### config.mk
export PLATFORM = sky130hd
export DESIGN_NAME = sp_lsu
export DESIGN_NICKNAME = d
export VERILOG_FILES = /design/src/rtl/sp_pkg.sv /design/src/rtl/sp_lsu_align.sv /design/src/rtl/sp_lsu.sv
export SDC_FILE = /design/constraint.sdc
export NUM_CORES = 1
export LEC_CHECK = 0
export ABC_CLOCK_PERIOD_IN_PS = 2500
export CORE_MARGIN = 4
export CORE_UTILIZATION = 45
export DETAILED_ROUTE_END_ITERATION = 12
export HOLD_SLACK_MARGIN = 0.06
export PLACE_DENSITY_LB_ADDON = 0.1
export SYNTH_ARGS = -nofsm -noshare
export SYNTH_HDL_FRONTEND = slang
export SYNTH_HIERARCHICAL = 1
export SYNTH_SLANG_ARGS = --single-unit
export TNS_END_PERCENT = 20
### constraint.sdc
create_clock -name clk_i -period 2.5 [get_ports clk_i]
set_input_delay 0.625 -clock clk_i [delete_from_list [all_inputs] [get_ports clk_i]]
set_output_delay 0.625 -clock clk_i [all_outputs]
set_load 0.01 [all_outputs]
### src/rtl/sp_pkg.sv
// sp_pkg: shared types and widths for the single-port load/store unit.
// Holds access-size and FSM-state encodings plus the alignment rule.
package sp_pkg;

  localparam int ADDR_WIDTH = 32;
  localparam int DATA_WIDTH = 32;

  typedef enum logic [1:0] {
    SZ_BYTE = 2'd0,
    SZ_HALF = 2'd1,
    SZ_WORD = 2'd2,
    SZ_RSVD = 2'd3
  } size_e;

  typedef enum logic [2:0] {
    ST_IDLE   = 3'd0,
    ST_LOAD   = 3'd1,
    ST_RMW_RD = 3'd2,
    ST_WRITE  = 3'd3,
    ST_RESP   = 3'd4
  } lsu_state_e;

  // True when the access cannot be performed (misaligned or reserved size).
  function automatic logic req_bad(size_e sz, logic [1:0] off);
    logic bad;
    unique case (sz)
      SZ_BYTE: bad = 1'b0;
      SZ_HALF: bad = off[0];
      SZ_WORD: bad = |off;
      default: bad = 1'b1;
    endcase
    return bad;
  endfunction

endpackage

### src/rtl/sp_lsu_align.sv
// sp_lsu_align: lane extract for loads and lane merge for stores.
// Purely combinational; word size passes data straight through.
module sp_lsu_align
  import sp_pkg::*;
(
  input  size_e                 size,
  input  logic [1:0]            offset,
  input  logic                  sgn,
  input  logic [DATA_WIDTH-1:0] rd_word,
  input  logic [DATA_WIDTH-1:0] st_data,
  output logic [DATA_WIDTH-1:0] ld_data,
  output logic [DATA_WIDTH-1:0] mg_word
);

  logic [4:0]            sh;
  logic [DATA_WIDTH-1:0] lane;
  logic [DATA_WIDTH-1:0] mask;

  assign sh   = {offset, 3'b000};
  assign lane = rd_word >> sh;

  // Select lane and byte mask by size, then splice the store data in.
  always_comb begin
    ld_data = rd_word;
    mask    = '1;
    unique case (size)
      SZ_BYTE: begin
        ld_data = {{24{sgn & lane[7]}}, lane[7:0]};
        mask    = 32'h0000_00ff << sh;
      end
      SZ_HALF: begin
        ld_data = {{16{sgn & lane[15]}}, lane[15:0]};
        mask    = 32'h0000_ffff << sh;
      end
      default: begin
        ld_data = rd_word;
        mask    = '1;
      end
    endcase
    mg_word = (rd_word & ~mask) | ((st_data << sh) & mask);
  end

endmodule

### src/rtl/sp_lsu.sv
// sp_lsu: single-outstanding load/store unit over a word memory.
// Sub-word stores do read-modify-write; errors skip memory entirely.
module sp_lsu
  import sp_pkg::*;
(
  input  logic                  clk_i,
  input  logic                  arst_ni,
  input  logic                  req_valid_i,
  output logic                  req_ready_o,
  input  logic                  req_we_i,
  input  logic [1:0]            req_size_i,
  input  logic                  req_signed_i,
  input  logic [ADDR_WIDTH-1:0] req_addr_i,
  input  logic [DATA_WIDTH-1:0] req_wdata_i,
  output logic                  rsp_valid_o,
  output logic [DATA_WIDTH-1:0] rsp_rdata_o,
  output logic                  rsp_err_o,
  output logic                  mem_we_o,
  output logic [ADDR_WIDTH-1:0] mem_waddr_o,
  output logic [DATA_WIDTH-1:0] mem_wdata_o,
  output logic [ADDR_WIDTH-1:0] mem_raddr_o,
  input  logic [DATA_WIDTH-1:0] mem_rdata_i
);

  lsu_state_e            state_q;
  logic                  we_q;
  size_e                 size_q;
  logic                  sgn_q;
  logic [ADDR_WIDTH-1:0] addr_q;
  logic [DATA_WIDTH-1:0] data_q;
  logic [DATA_WIDTH-1:0] rdata_q;
  logic                  err_q;

  size_e                 req_sz;
  logic                  bad;
  logic [DATA_WIDTH-1:0] ld_data;
  logic [DATA_WIDTH-1:0] mg_word;
  logic [ADDR_WIDTH-1:0] word_addr;

  assign req_sz    = size_e'(req_size_i);
  assign bad       = req_bad(req_sz, req_addr_i[1:0]);
  assign word_addr = {addr_q[ADDR_WIDTH-1:2], 2'b00};

  sp_lsu_align u_align (
    .size    (size_q),
    .offset  (addr_q[1:0]),
    .sgn     (sgn_q),
    .rd_word (mem_rdata_i),
    .st_data (data_q),
    .ld_data (ld_data),
    .mg_word (mg_word)
  );

  // Request FSM: latch on accept, sequence memory access, pulse response.
  always_ff @(posedge clk_i or negedge arst_ni) begin
    if (!arst_ni) begin
      state_q <= ST_IDLE;
      we_q    <= 1'b0;
      size_q  <= SZ_BYTE;
      sgn_q   <= 1'b0;
      addr_q  <= '0;
      data_q  <= '0;
      rdata_q <= '0;
      err_q   <= 1'b0;
    end else begin
      unique case (state_q)
        ST_IDLE: begin
          if (req_valid_i && req_ready_o) begin
            we_q    <= req_we_i;
            size_q  <= req_sz;
            sgn_q   <= req_signed_i;
            addr_q  <= req_addr_i;
            data_q  <= req_wdata_i;
            rdata_q <= '0;
            err_q   <= bad;
            if (bad)
              state_q <= ST_RESP;
            else if (!req_we_i)
              state_q <= ST_LOAD;
            else if (req_sz == SZ_WORD)
              state_q <= ST_WRITE;
            else
              state_q <= ST_RMW_RD;
          end
        end
        ST_LOAD: begin
          rdata_q <= ld_data;
          state_q <= ST_RESP;
        end
        ST_RMW_RD: begin
          data_q  <= mg_word;
          state_q <= ST_WRITE;
        end
        ST_WRITE: begin
          state_q <= ST_RESP;
        end
        ST_RESP: begin
          rdata_q <= '0;
          err_q   <= 1'b0;
          state_q <= ST_IDLE;
        end
        default: begin
          state_q <= ST_IDLE;
        end
      endcase
    end
  end

  assign req_ready_o = arst_ni && (state_q == ST_IDLE);
  assign rsp_valid_o = (state_q == ST_RESP);
  assign rsp_rdata_o = rsp_valid_o ? rdata_q : '0;
  assign rsp_err_o   = rsp_valid_o & err_q;
  assign mem_we_o    = (state_q == ST_WRITE);
  assign mem_waddr_o = word_addr;
  assign mem_raddr_o = word_addr;
  assign mem_wdata_o = data_q;

endmodule

## Yosys cells after proc, flatten, opt, wreduce, memory -nomap -nowiden

Index checks and enable logic that the tools add are counted.

- Register bits after elaboration: 103
- Logic and storage cells: 55

- Equal/unequal tests: 8
- Shift operators: 4
- Multiplexer cells: 15
- Bitwise gates (word level): 7
- Reduce and logical (&&, ||, !) cells: 14

Operators by type and width:

| operator | count |
|---|---|
| 32-bit case mux with 2 select lines | 3 |
| 32-bit 2-to-1 mux | 3 |
| 32-bit case mux with 3 select lines | 1 |
| 32-bit AND | 2 |
| 32-bit inverter | 1 |
| 32-bit bitwise OR | 1 |
| 16-bit by 5-bit << shifter with 32-bit output, first input constant | 1 |
| 32-bit by 5-bit << shifter with 32-bit output | 1 |
| 8-bit by 5-bit << shifter with 32-bit output, first input constant | 1 |
| 32-bit by 5-bit >> shifter with 16-bit output | 1 |
| 3-bit case mux with 3 select lines | 1 |
| 2-bit AND reduction | 4 |
| 3-bit by 2-bit == test with 1-bit output, second input constant | 2 |
| 3-bit 2-to-1 mux | 2 |
| 2-bit by 1-bit == test with 1-bit output, second input constant | 2 |
| 2-bit zero test | 2 |
| 2-bit nonzero test | 2 |
| 2-bit OR reduction | 2 |
| 1-bit AND | 3 |
| 3-bit by 1-bit == test with 1-bit output, second input constant | 1 |
| 3-bit == test, second input constant | 1 |
| 3-bit zero test | 1 |
| 1-bit case mux with 3 select lines | 1 |
| 3-bit nonzero test | 1 |
| 6 further kinds | 8 |

## Logic depth before layout (Yosys ltp)

Gate-level depths: netlist of the first run.

- Depth after elaboration: 6
- Gate-level depth with buffers: 8

## By module

The synthesis of the first run kept the hierarchy.

By module, submodules not included:

| module | instances | cells each | area an instance (um^2) | sequential area each (um^2) |
|---|---|---|---|---|
| sp_lsu | 1 | 416 | 4988.5 | 2577.5 |
| sp_lsu_align | 1 | 268 | 1783.0 | 0.0 |

## Worst setup path after synthesis of the first run

Ideal clock, no wire load.

- Path kind: register to output
- From: register state_q[0]
- To: output rsp_rdata_o[23]
- Arrival: 1.399 ns
- Data required time: 1.875 ns
- Slack: 0.476 ns
- Cell stages (with the launch flop): 4
- Buffers on the path: 1
- Cell sequence: dfrtp_1 > nor3b_1 > clkbuf_1 > and2_1

- Word-level cells in the longest chain between the ends: 2

Ends and longest elaborated chain:

| what | line | RTL |
|---|---|---|
| start, declared | sp_lsu.sv:25 | `lsu_state_e state_q;` |
| start signal, assigned | sp_lsu.sv:57 | `state_q <= ST_IDLE;` |
| start signal, assigned | sp_lsu.sv:77 | `state_q <= ST_RESP;` |
| start signal, assigned | sp_lsu.sv:79 | `state_q <= ST_LOAD;` |
| 3-bit == test | sp_lsu.sv:110 | `assign rsp_valid_o = (state_q == ST_RESP);` |
| named net rsp_valid_o | sp_lsu.sv:15 | `output logic rsp_valid_o,` |
| 32-bit 2-to-1 mux | sp_lsu.sv:111 | `assign rsp_rdata_o = rsp_valid_o ? rdata_q : '0;` |
| end, declared | sp_lsu.sv:16 | `output logic [DATA_WIDTH-1:0] rsp_rdata_o,` |

The timed path passes the listed nets, and every way through them passes these cells.

## Worst setup path in the final report of the first run

- From: register state_q[2]
- To: output req_ready_o

- Word-level cells in the longest chain between the ends: 2

Ends and longest elaborated chain:

| what | line | RTL |
|---|---|---|
| 3-bit zero test | n/a |  |
| 1-bit logical AND | sp_lsu.sv:109 | `assign req_ready_o = arst_ni && (state_q == ST_IDLE);` |
| end, declared | sp_lsu.sv:9 | `output logic req_ready_o,` |

Every way passes these cells.

==> flow_metrics.tcl, run 1 <==
set metrics [dict create \
    final_cell_area_mm2 0.00901 \
    drive_above_1_share_pct 14.1 \
    ys_top_cells_by_count "dfrtp_1 (103), nand2_1 (73), buf_4 (68)" \
    antenna_found_initial 0 \
    synth.most_common_cell "dfrtp_1" \
    endpoint "req_ready_o" \
    cts.sinks 103 \
    finalHoldViolations 0 \
    start_util_pct 46.2 \
    drtIter0Drc 346 \
    finalPower_mw 11.2 \
    synth_area_leaders "dfrtp_1 (38%), mux2_2 (9.5%), buf_4 (7.5%), a221o_1 (4.7%), nor2b_1 (4.4%)" \
    synth_flop_cell "dfrtp_1" \
    synth-edff-count 0 \
    track_usage_pct 23.6 \
    grt_pass1_vias 5626 \
    setup_violations 0 \
    rows 44 \
    yosysTopAreaCell "dfrtp_1" \
    leakagePower_nw 4.14 \
    cts_setup_buffers 0 \
    setup.worst_path.start "state_q[2]$_DFFE_PN0P_" \
    rsz0062_at_grt "false" \
    multi_input_area_mm2 0.00341 \
    timing.rr.start "addr_q[1]$_DFFE_PN0P_" \
    cp.arrival_ns 1.81 \
    hold_class "primary input to asynchronous set/reset pin" \
    dieArea_mm2 0.0171 \
    yosysSeqAreaShare_pct 38.1 \
    worstPathRequired_ns 1.88 \
    syn-cell-area_mm2 0.00677 \
    swShare_pct 40.3 \
    yosys.area.top_type_share_pct 38.1 \
    final-instance-count-excl-fill 1022 \
    end_kind "output port" \
    clock_latency_ns 0.35 \
    dpl.cell_count 1006 \
    numPortBuffers 230 \
    p_seq_share_pct 27.0 \
    async_flop_share_pct 100 \
    top_level_ports 235 \
    ys_ff_latch 103 \
    drc 0 \
    post-route-period-util_pct 97.2 \
    core_mm2 0.0146 \
    cts_buffers 9 \
    place.gp.congestion 0.861 \
    synth_cells 684 \
    vias 5761 \
    drv_slew 0 \
    synth_cell_type_count 49 \
    dpl_cell_area_mm2 0.00877 \
    p_int_mw 6.70 \
    fmax_mhz 411 \
    vdd_drop_max_mv 0.715 \
    synth.avg_cell_area_um2 9.90 \
    p_comb_share_pct 61.1 \
    wirelength_um 20000 \
    rr_endpoint "mem_wdata_o[12]$_DFFE_PN0P_" \
    hpwl_um 14900 \
    regArea_mm2 0.00258 \
    grt_pass1_wl_um 31300 \
    clockBufferDepth 2 \
    clkPwrFrac_pct 12.0 \
    status "finished, final reports clean" \
    reg2reg_slack_ns 0.34 \
    final.setup.tns_ns 0 \
    ant_nets 0 \
    layout.nets 936 \
    period_needed_ns 2.43 \
    crit_fanout 7 \
    dr.pass1.iters 6 \
    critPathLaunchType "register" \
    fill_cells 1271 \
    critical_path_class "register to output port" \
    root_buffer "clkbuf_16" \
    htree_levels 3 \
    wl_per_cell_um 19.6 \
    die_w_um 131 \
    finalClockSkew_ns 0.00673 \
    worst_pin_slew_ns 0.752 \
    max-cap-violations 0 \
    yosys_warnings 6 \
    overflow 0 \
    area_delta_synth_final_pct 33.1 \
    ff2ff_path_depth 5 \
    clk_pin_slew_worst_paths_ns 0.06 \
    cts_tree "built" \
    die_y_um 131 \
    netSwitchingPower_mw 4.52 \
    pwr_density_cell_mw_per_mm2 1240 \
    viasPerCell 5.64 \
    slew_headroom_pct 49.8 \
    grt_max_degree 67 \
    antenna_cells 0 \
]
[how the worst min path moves through the flow]
stage | from | end | slack (ns) | cells past startpoint
finish | arst_ni | rdata_q[28]$_DFFE_PN0P_ | 0.43 | 2
global route | arst_ni | rdata_q[27]$_DFFE_PN0P_ | 0.50 | 2
CTS | arst_ni | addr_q[9]$_DFFE_PN0P_ | 0.46 | 2
detailed placement | rdata_q[20]$_DFFE_PN0P_ | rdata_q[20]$_DFFE_PN0P_ | 0.48 | 1
global placement | rdata_q[19]$_DFFE_PN0P_ | rdata_q[19]$_DFFE_PN0P_ | 0.48 | 1
floorplan | arst_ni | addr_q[0]$_DFFE_PN0P_ | 0.33 | 0
[cells in the final DEF, fill, tap and decap left out, drive strengths merged, types with 8 or more instances in the layout]
| master | count |
|---|---|
| clkdlybuf4s50 | 195 |
| dfrtp | 103 |
| nand2 | 73 |
| mux2 | 57 |
| nor2b | 50 |
| and2 | 33 |
| dlygate4sd2 | 33 |
| and3 | 32 |
| a221o | 32 |
| a22o | 32 |
| o21ai | 30 |
| mux2i | 27 |
| buf | 27 |
| a21oi | 21 |
| clkbuf | 13 |
| a211oi | 10 |
| o31ai | 8 |
| nand2b | 8 |
[final cells by class]
class	instances	share of cell area [%]
clock buffer	13	2.89
clock inverter	3	0.194
inverter	3	0.125
multi-input combinational	460	37.8
sequential	103	28.6
tap	184	2.55
timing repair buffer	256	27.8
[worst max-delay path, stage by stage (launching register included)]
cell	delay (ns)
dfrtp_1	0.38
buf_4	0.17
nor4b_4	0.30
clkdlybuf4s50_1	0.60
[power groups by stage]
stage	Clock (mW)	Sequential [mW]	Combinational, mW
after floorplan	0	2.95	4.88
after global placement	0	3.01	6.74
after detailed placement	0	3.05	6.88
after CTS	1.38	3.03	6.88
after global routing	1.45	3.14	7.44
final	1.34	3.03	6.85
[per-layer routing]
metal	routed length, µm	up-vias	global-route usage (%)
met5	0	-	0
li1	-	2682	-
met1	8980	2829	34.2
met4	320	0	5.93
met3	1380	22	6.06
met2	9350	228	35.3
[kinds of logic after synthesis]
family / after synthesis / synth area share, %
compound gates: 150 / 17.4
buf+inv: 124 / 12.2
flops: 103 / 38.1
mux: 84 / 13.5
other cells: 1 / 0.0554
simple gates: 222 / 18.9
[metrics by stage]
step           setup WS (ns)  hold WS [ns]  utilization, %
6_report              0.0697         0.431            61.5
5_1_grt              0.00572         0.495            61.5
4_1_cts               0.0373         0.458            61.5
3_5_place_dp           0.140         0.476            59.9
3_3_place_gp           0.238         0.475            59.9
2_1_floorplan          0.476         0.329               -
[registers in the layout (all words and copies together), names as in the netlist]
register / count
sgn_q: 1
err_q: 1
size_q: 2
state_q: 3
addr_q: 32
mem_wdata_o: 32
rdata_q: 32
[what timing repair did]
| action | 4_1_cts | 5_1_grt |
|---|---|---|
| setup endpoints to repair | 33 | 1 |
| hold buffers | 0 | 0 |
| endpoints found under the hold margin | 0 | 0 |
| gates resized for setup | 33 | 2 |
Power figures use the tool's default switching activity.
==> run 2: changes to the inputs <==
--- a/config.mk
+++ b/config.mk
@@ -5,6 +5,7 @@
 export SDC_FILE = /design/constraint.sdc
 export NUM_CORES = 1
 export LEC_CHECK = 0
+export ABC_AREA = 1
 export ABC_CLOCK_PERIOD_IN_PS = 2500
 export CORE_MARGIN = 4
 export CORE_UTILIZATION = 45
==> run 2 against run 1 <==
  * Register-to-register slack improved by 0.03 ns
  * Global-route usage increased by 2.0 points
  * Fmax increased by 8.1%
  * Hold slack got worse by 0.064 ns
  * Power fell by 0.17%
  * Worst setup slack improved by 0.18 ns
  * Clock power increased by 15%
  * Critical path type unchanged
==> flow_metrics.tcl, run 2 <==
set metrics [dict create \
    htree_levels 3 \
    leakagePower_nw 5.23 \
    track_usage_pct 25.6 \
    die_w_um 131 \
    final_cell_area_mm2 0.00919 \
    overflow 0 \
    area_delta_synth_final_pct 35.0 \
    ant_nets 0 \
    synth.most_common_cell "nand2_1" \
    final.setup.tns_ns 0 \
    synth.avg_cell_area_um2 6.40 \
    yosys.area.top_type_share_pct 37.9 \
    cts.sinks 103 \
    critical_path_class "register to output port" \
    worstPathRequired_ns 1.88 \
    cts_setup_buffers 0 \
    yosysTopAreaCell "dfrtp_1" \
    drtIter0Drc 536 \
    grt_pass1_wl_um 34300 \
    syn-cell-area_mm2 0.00681 \
    async_flop_share_pct 100 \
    wirelength_um 21800 \
    synth_flop_cell "dfrtp_1" \
    vias 7009 \
    period_needed_ns 2.25 \
    cp.arrival_ns 1.62 \
    clk_pin_slew_worst_paths_ns 0.07 \
    ff2ff_path_depth 11 \
    fmax_mhz 445 \
    clock_latency_ns 0.36 \
    final_common_cell "nand2_1" \
    ys_ff_latch 103 \
    dpl_cell_area_mm2 0.00879 \
    numPortBuffers 230 \
    wl_per_cell_um 15.7 \
    vdd_drop_max_mv 0.612 \
    endpoint "req_ready_o" \
    multi_input_area_mm2 0.00324 \
    timing.rr.start "addr_q[1]$_DFFE_PN0P_" \
    crit_fanout 4 \
    critPathLaunchType "register" \
    start_util_pct 46.3 \
    slew_headroom_pct 58.2 \
    synth_cell_type_count 23 \
    rsz0062_at_grt "false" \
    rows 44 \
    cts_buffers 9 \
    layout.nets 1310 \
    yosys_warnings 6 \
    drv_slew 0 \
    end_kind "output port" \
    place.gp.congestion 0.975 \
    dr.pass1.iters 5 \
    setup.worst_path.start "state_q[2]$_DFFE_PN0P_" \
    rr_endpoint "mem_wdata_o[31]$_DFFE_PN0P_" \
    finalHoldViolations 0 \
    finalClockSkew_ns 0.00391 \
    synth-edff-count 0 \
    hold_class "primary input to asynchronous set/reset pin" \
    die_y_um 131 \
    yosysSeqAreaShare_pct 37.9 \
    setup_violations 0 \
    worst_pin_slew_ns 0.628 \
    drc 0 \
    hpwl_um 16000 \
    synth_area_leaders "dfrtp_1 (38%), nand2_1 (30%), nand3_1 (8.7%), buf_4 (7.3%), inv_1 (3.3%)" \
    dieArea_mm2 0.0172 \
    grt_pass1_vias 6528 \
    root_buffer "clkbuf_16" \
    pwr_density_cell_mw_per_mm2 1220 \
    status "finished, final reports clean" \
    fill_cells 1381 \
    clockBufferDepth 2 \
    grt_max_degree 104 \
    post-route-period-util_pct 90.0 \
    cts_tree "built" \
    max-cap-violations 0 \
    antenna_cells 0 \
    finalPower_mw 11.2 \
    ys_top_cells_by_count "nand2_1 (539), nand3_1 (118), dfrtp_1 (103)" \
    antenna_found_initial 0 \
    synth_cells 1064 \
    drive_above_1_share_pct 4.62 \
    viasPerCell 5.02 \
    final_cell_mix "nand2_1 (538), clkdlybuf4s50_1 (195), nand3_1 (118), dfrtp_1 (102), inv_1 (59)" \
    reg2reg_slack_ns 0.37 \
    core_mm2 0.0147 \
    top_level_ports 235 \
    regArea_mm2 0.00258 \
    cts-hold-fix-buffers 0 \
]
run 2: worst min path at each step:
stage / startpoint / end / cells after the start
after global routing: arst_ni / addr_q[24]$_DFFE_PN0P_ / 2
after floorplan: arst_ni / addr_q[0]$_DFFE_PN0P_ / 0
after detailed placement: rdata_q[11]$_DFFE_PN0P_ / rdata_q[11]$_DFFE_PN0P_ / 2
after global placement: rdata_q[13]$_DFFE_PN0P_ / rdata_q[13]$_DFFE_PN0P_ / 2
final: arst_ni / addr_q[30]$_DFFE_PN0P_ / 2
after CTS: arst_ni / addr_q[30]$_DFFE_PN0P_ / 2
run 2: final cells by class:
class | count | area share [%]
multi-input cells | 776 | 35.2
flip-flops and latches | 103 | 28.1
repair buffers | 248 | 27.9
inverters | 69 | 2.82
clock buffers | 11 | 2.64
well taps | 184 | 2.50
clock inverters | 4 | 0.857
run 2: kinds of logic after synthesis:
| kind of cell | after synthesis | share of synthesized area [%] |
|---|---|---|
| AND/OR/NAND/NOR | 721 | 42.9 |
| other | 1 | 0.0551 |
| flip-flops | 103 | 37.9 |
| AO/OA/AOI/OAI | 51 | 4.23 |
| buffers and inverters | 188 | 14.9 |
run 2: per-stage QoR:
stage | hold WS [ns] | utilization (%) | setup slack [ns] | std cells
2_1_floorplan | 0.329 | - | 0.736 | 1067
3_3_place_gp | 0.455 | 59.8 | 0.351 | 1380
3_5_place_dp | 0.459 | 59.8 | 0.344 | 1380
4_1_cts | 0.403 | 62.0 | 0.00846 | 1395
5_1_grt | 0.431 | 62.5 | 0.135 | 1395
6_report | 0.367 | 62.5 | 0.251 | 1395
run 2: repair_timing:
| action | 4_1_cts | 5_1_grt |
|---|---|---|
| resized for setup | 1 | 34 |
| pin swaps | 0 | 0 |
| endpoints found under the setup margin | 1 | 33 |
| hold endpoints to repair | 0 | 0 |
run 2: metal layers:
metal  GRT usage [%]  vias to the layer above  wire length, µm
met1            35.2                     3135             9480
met3            6.38                       39             1860
met4            8.05                        0              493
li1                -                     3502                -
met2            39.8                      333            10000
met5               0                        -                0
run 2: where the power goes:
part	switching, mW	leakage, nW	internal [mW]
Clock	0.637	0.154	0.907
Sequential	0.696	1.33	2.42
Combinational	3.80	3.75	2.74
run 2: worst max-delay path, stage by stage (launching register included):
cell and delay (ns):
dfrtp_1 0.43, nor2_4 0.17, nand2_1 0.07, nor2_1 0.08, clkdlybuf4s50_1 0.53
==> run 3: changes to the inputs <==
--- a/config.mk
+++ b/config.mk
@@ -11,7 +11,7 @@
 export CORE_UTILIZATION = 45
 export DETAILED_ROUTE_END_ITERATION = 12
 export HOLD_SLACK_MARGIN = 0.06
-export PLACE_DENSITY_LB_ADDON = 0.1
+export PLACE_DENSITY_LB_ADDON = 0.12
 export SYNTH_ARGS = -nofsm -noshare
 export SYNTH_HDL_FRONTEND = slang
 export SYNTH_HIERARCHICAL = 1
==> run 3 against run 2 <==
  * Clock power fell by 12%
  * Sequential power barely moved
  * Global-route usage fell by 0.28 points
  * First-iteration DRC count rose by 26%
  * Via count fell by 0.90%
  * Final cell count rose by 0.36%
  * Hold slack got worse by 0.27 ns
  * Critical path type unchanged
  * Critical endpoint is now rsp_err_o
  * Largest cell class unchanged
  * Highest routed layer unchanged
==> flow_metrics.tcl, run 3 (synthesis gave the netlist of run 2 again) <==
set metrics [dict create \
    cp.arrival_ns 1.81 \
    clock_latency_ns 0.35 \
    final.setup.tns_ns 0 \
    vias 6946 \
    numPortBuffers 230 \
    netSwitchingPower_mw 5.09 \
    track_usage_pct 25.3 \
    critical_path_class "register to output port" \
    p_seq_share_pct 28.2 \
    cts-hold-fix-buffers 0 \
    cts_tree "built" \
    whs_ns 0.0981 \
    hpwl_um 16300 \
    cts.sinks 103 \
    area_delta_synth_final_pct 34.5 \
    viasPerCell 4.96 \
    utilization_pct 62.3 \
    hold_class "primary input to asynchronous set/reset pin" \
    die_y_um 131 \
    post-route-period-util_pct 97.2 \
    place.gp.congestion 0.988 \
    root_buffer "clkbuf_16" \
    grt_pass1_vias 6606 \
    worst_pin_slew_ns 0.677 \
    pwr_density_cell_mw_per_mm2 1200 \
    swShare_pct 46.3 \
    status "finished, final reports clean" \
    drv_slew 0 \
    core_mm2 0.0147 \
    finalClockSkew_ns 0.00692 \
    drive_above_1_share_pct 4.85 \
    rsz0062_at_grt "false" \
    wl_per_cell_um 15.6 \
    ff2ff_path_depth 11 \
    dieArea_mm2 0.0172 \
    overflow 0 \
    final_common_cell "nand2_1" \
    fill_cells 1387 \
    start_util_pct 46.3 \
    clkPwrFrac_pct 12.2 \
    finalHoldViolations 0 \
    die_w_um 131 \
    clockBufferDepth 2 \
    drc 0 \
    finalPower_mw 11.0 \
    crit_fanout 35 \
    worstPathRequired_ns 1.88 \
    vdd_drop_max_mv 0.685 \
    dp_slack_ns 0.340 \
    setup_violations 0 \
    cts_buffers 9 \
    leakagePower_nw 5.17 \
    grt_max_degree 53 \
    top_level_ports 235 \
    critPathLaunchType "register" \
    layout.nets 1314 \
    wirelength_um 21800 \
    ant_nets 0 \
    antenna_found_initial 0 \
    timing.final.ws_setup_ns 0.0692 \
    grt_pass1_wl_um 34300 \
    drtIter0Drc 676 \
    p_int_mw 5.90 \
    rows 44 \
    slew_headroom_pct 54.8 \
    final_cell_mix "nand2_1 (538), clkdlybuf4s50_1 (198), nand3_1 (118), dfrtp_1 (102), inv_1 (59)" \
    clk_pin_slew_worst_paths_ns 0.07 \
    end_kind "output port" \
    p_comb_share_pct 59.5 \
    dr.pass1.iters 6 \
    antenna_cells 0 \
    htree_levels 3 \
    fmax_mhz 411 \
    max-cap-violations 0 \
    period_needed_ns 2.43 \
]
run 3: stage by stage:
stage,cells,area (µm²)
final,1400,9160
after global routing,1400,9160
after CTS,1400,9080
after detailed placement,1384,8810
after global placement,1384,8810
after floorplan,1067,6820
run 3: routing by layer:
metal | track usage (%) | share of wire (%) | vias up
met1 | 35.4 | 44 | 3112
met4 | 6.23 | 1.6 | 0
met2 | 39.7 | 46 | 301
li1 | - | - | 3504
met3 | 6.06 | 8.6 | 29
met5 | 0 | 0 | -
run 3: what timing repair did:
item                                    CTS  global route
endpoints found under the setup margin    4            30
gates resized for setup                   2            30
buffers inserted                          0             0
run 3: cell type report:
cell class	count	area (µm²)	area share [%]
multi-input combinational	776	3240	35.3
timing repair buffer	252	2580	28.1
clock inverter	2	15.0	0.164
clock buffer	14	264	2.88
sequential	103	2580	28.2
tap	184	230	2.51
inverter	69	259	2.83
run 3: critical path, cell delays in order, from the launching register on:
cell and delay, ns:
dfrtp_2 0.45, nor2_1 0.10, nand2_1 0.09, buf_12 0.18, nor2_1 0.09, clkdlybuf4s50_1 0.54
run 3: worst paths after layout:
check / slack [ns] / start / end
hold reg to reg: 0.47 / rdata_q[5]$_DFFE_PN0P_ / rdata_q[5]$_DFFE_PN0P_
max in group asynchronous: 1.50 / arst_ni / addr_q[16]$_DFFE_PN0P_
setup / recovery: 0.07 / state_q[0]$_DFFE_PN0P_ / rsp_err_o
hold / removal: 0.1 / arst_ni / addr_q[27]$_DFFE_PN0P_
min in group clk_i: 0.47 / rdata_q[5]$_DFFE_PN0P_ / rdata_q[5]$_DFFE_PN0P_
setup reg to reg: 0.44 / addr_q[1]$_DFFE_PN0P_ / mem_wdata_o[31]$_DFFE_PN0P_
run 3: power groups by stage:
stage | clock network [mW] | registers (mW) | logic (mW)
after floorplan | 0 | 3.02 | 4.38
after global placement | 0 | 3.11 | 6.46
after detailed placement | 0 | 3.12 | 6.54
after CTS | 1.38 | 3.10 | 6.56
after global routing | 1.46 | 3.21 | 7.29
final | 1.35 | 3.10 | 6.55
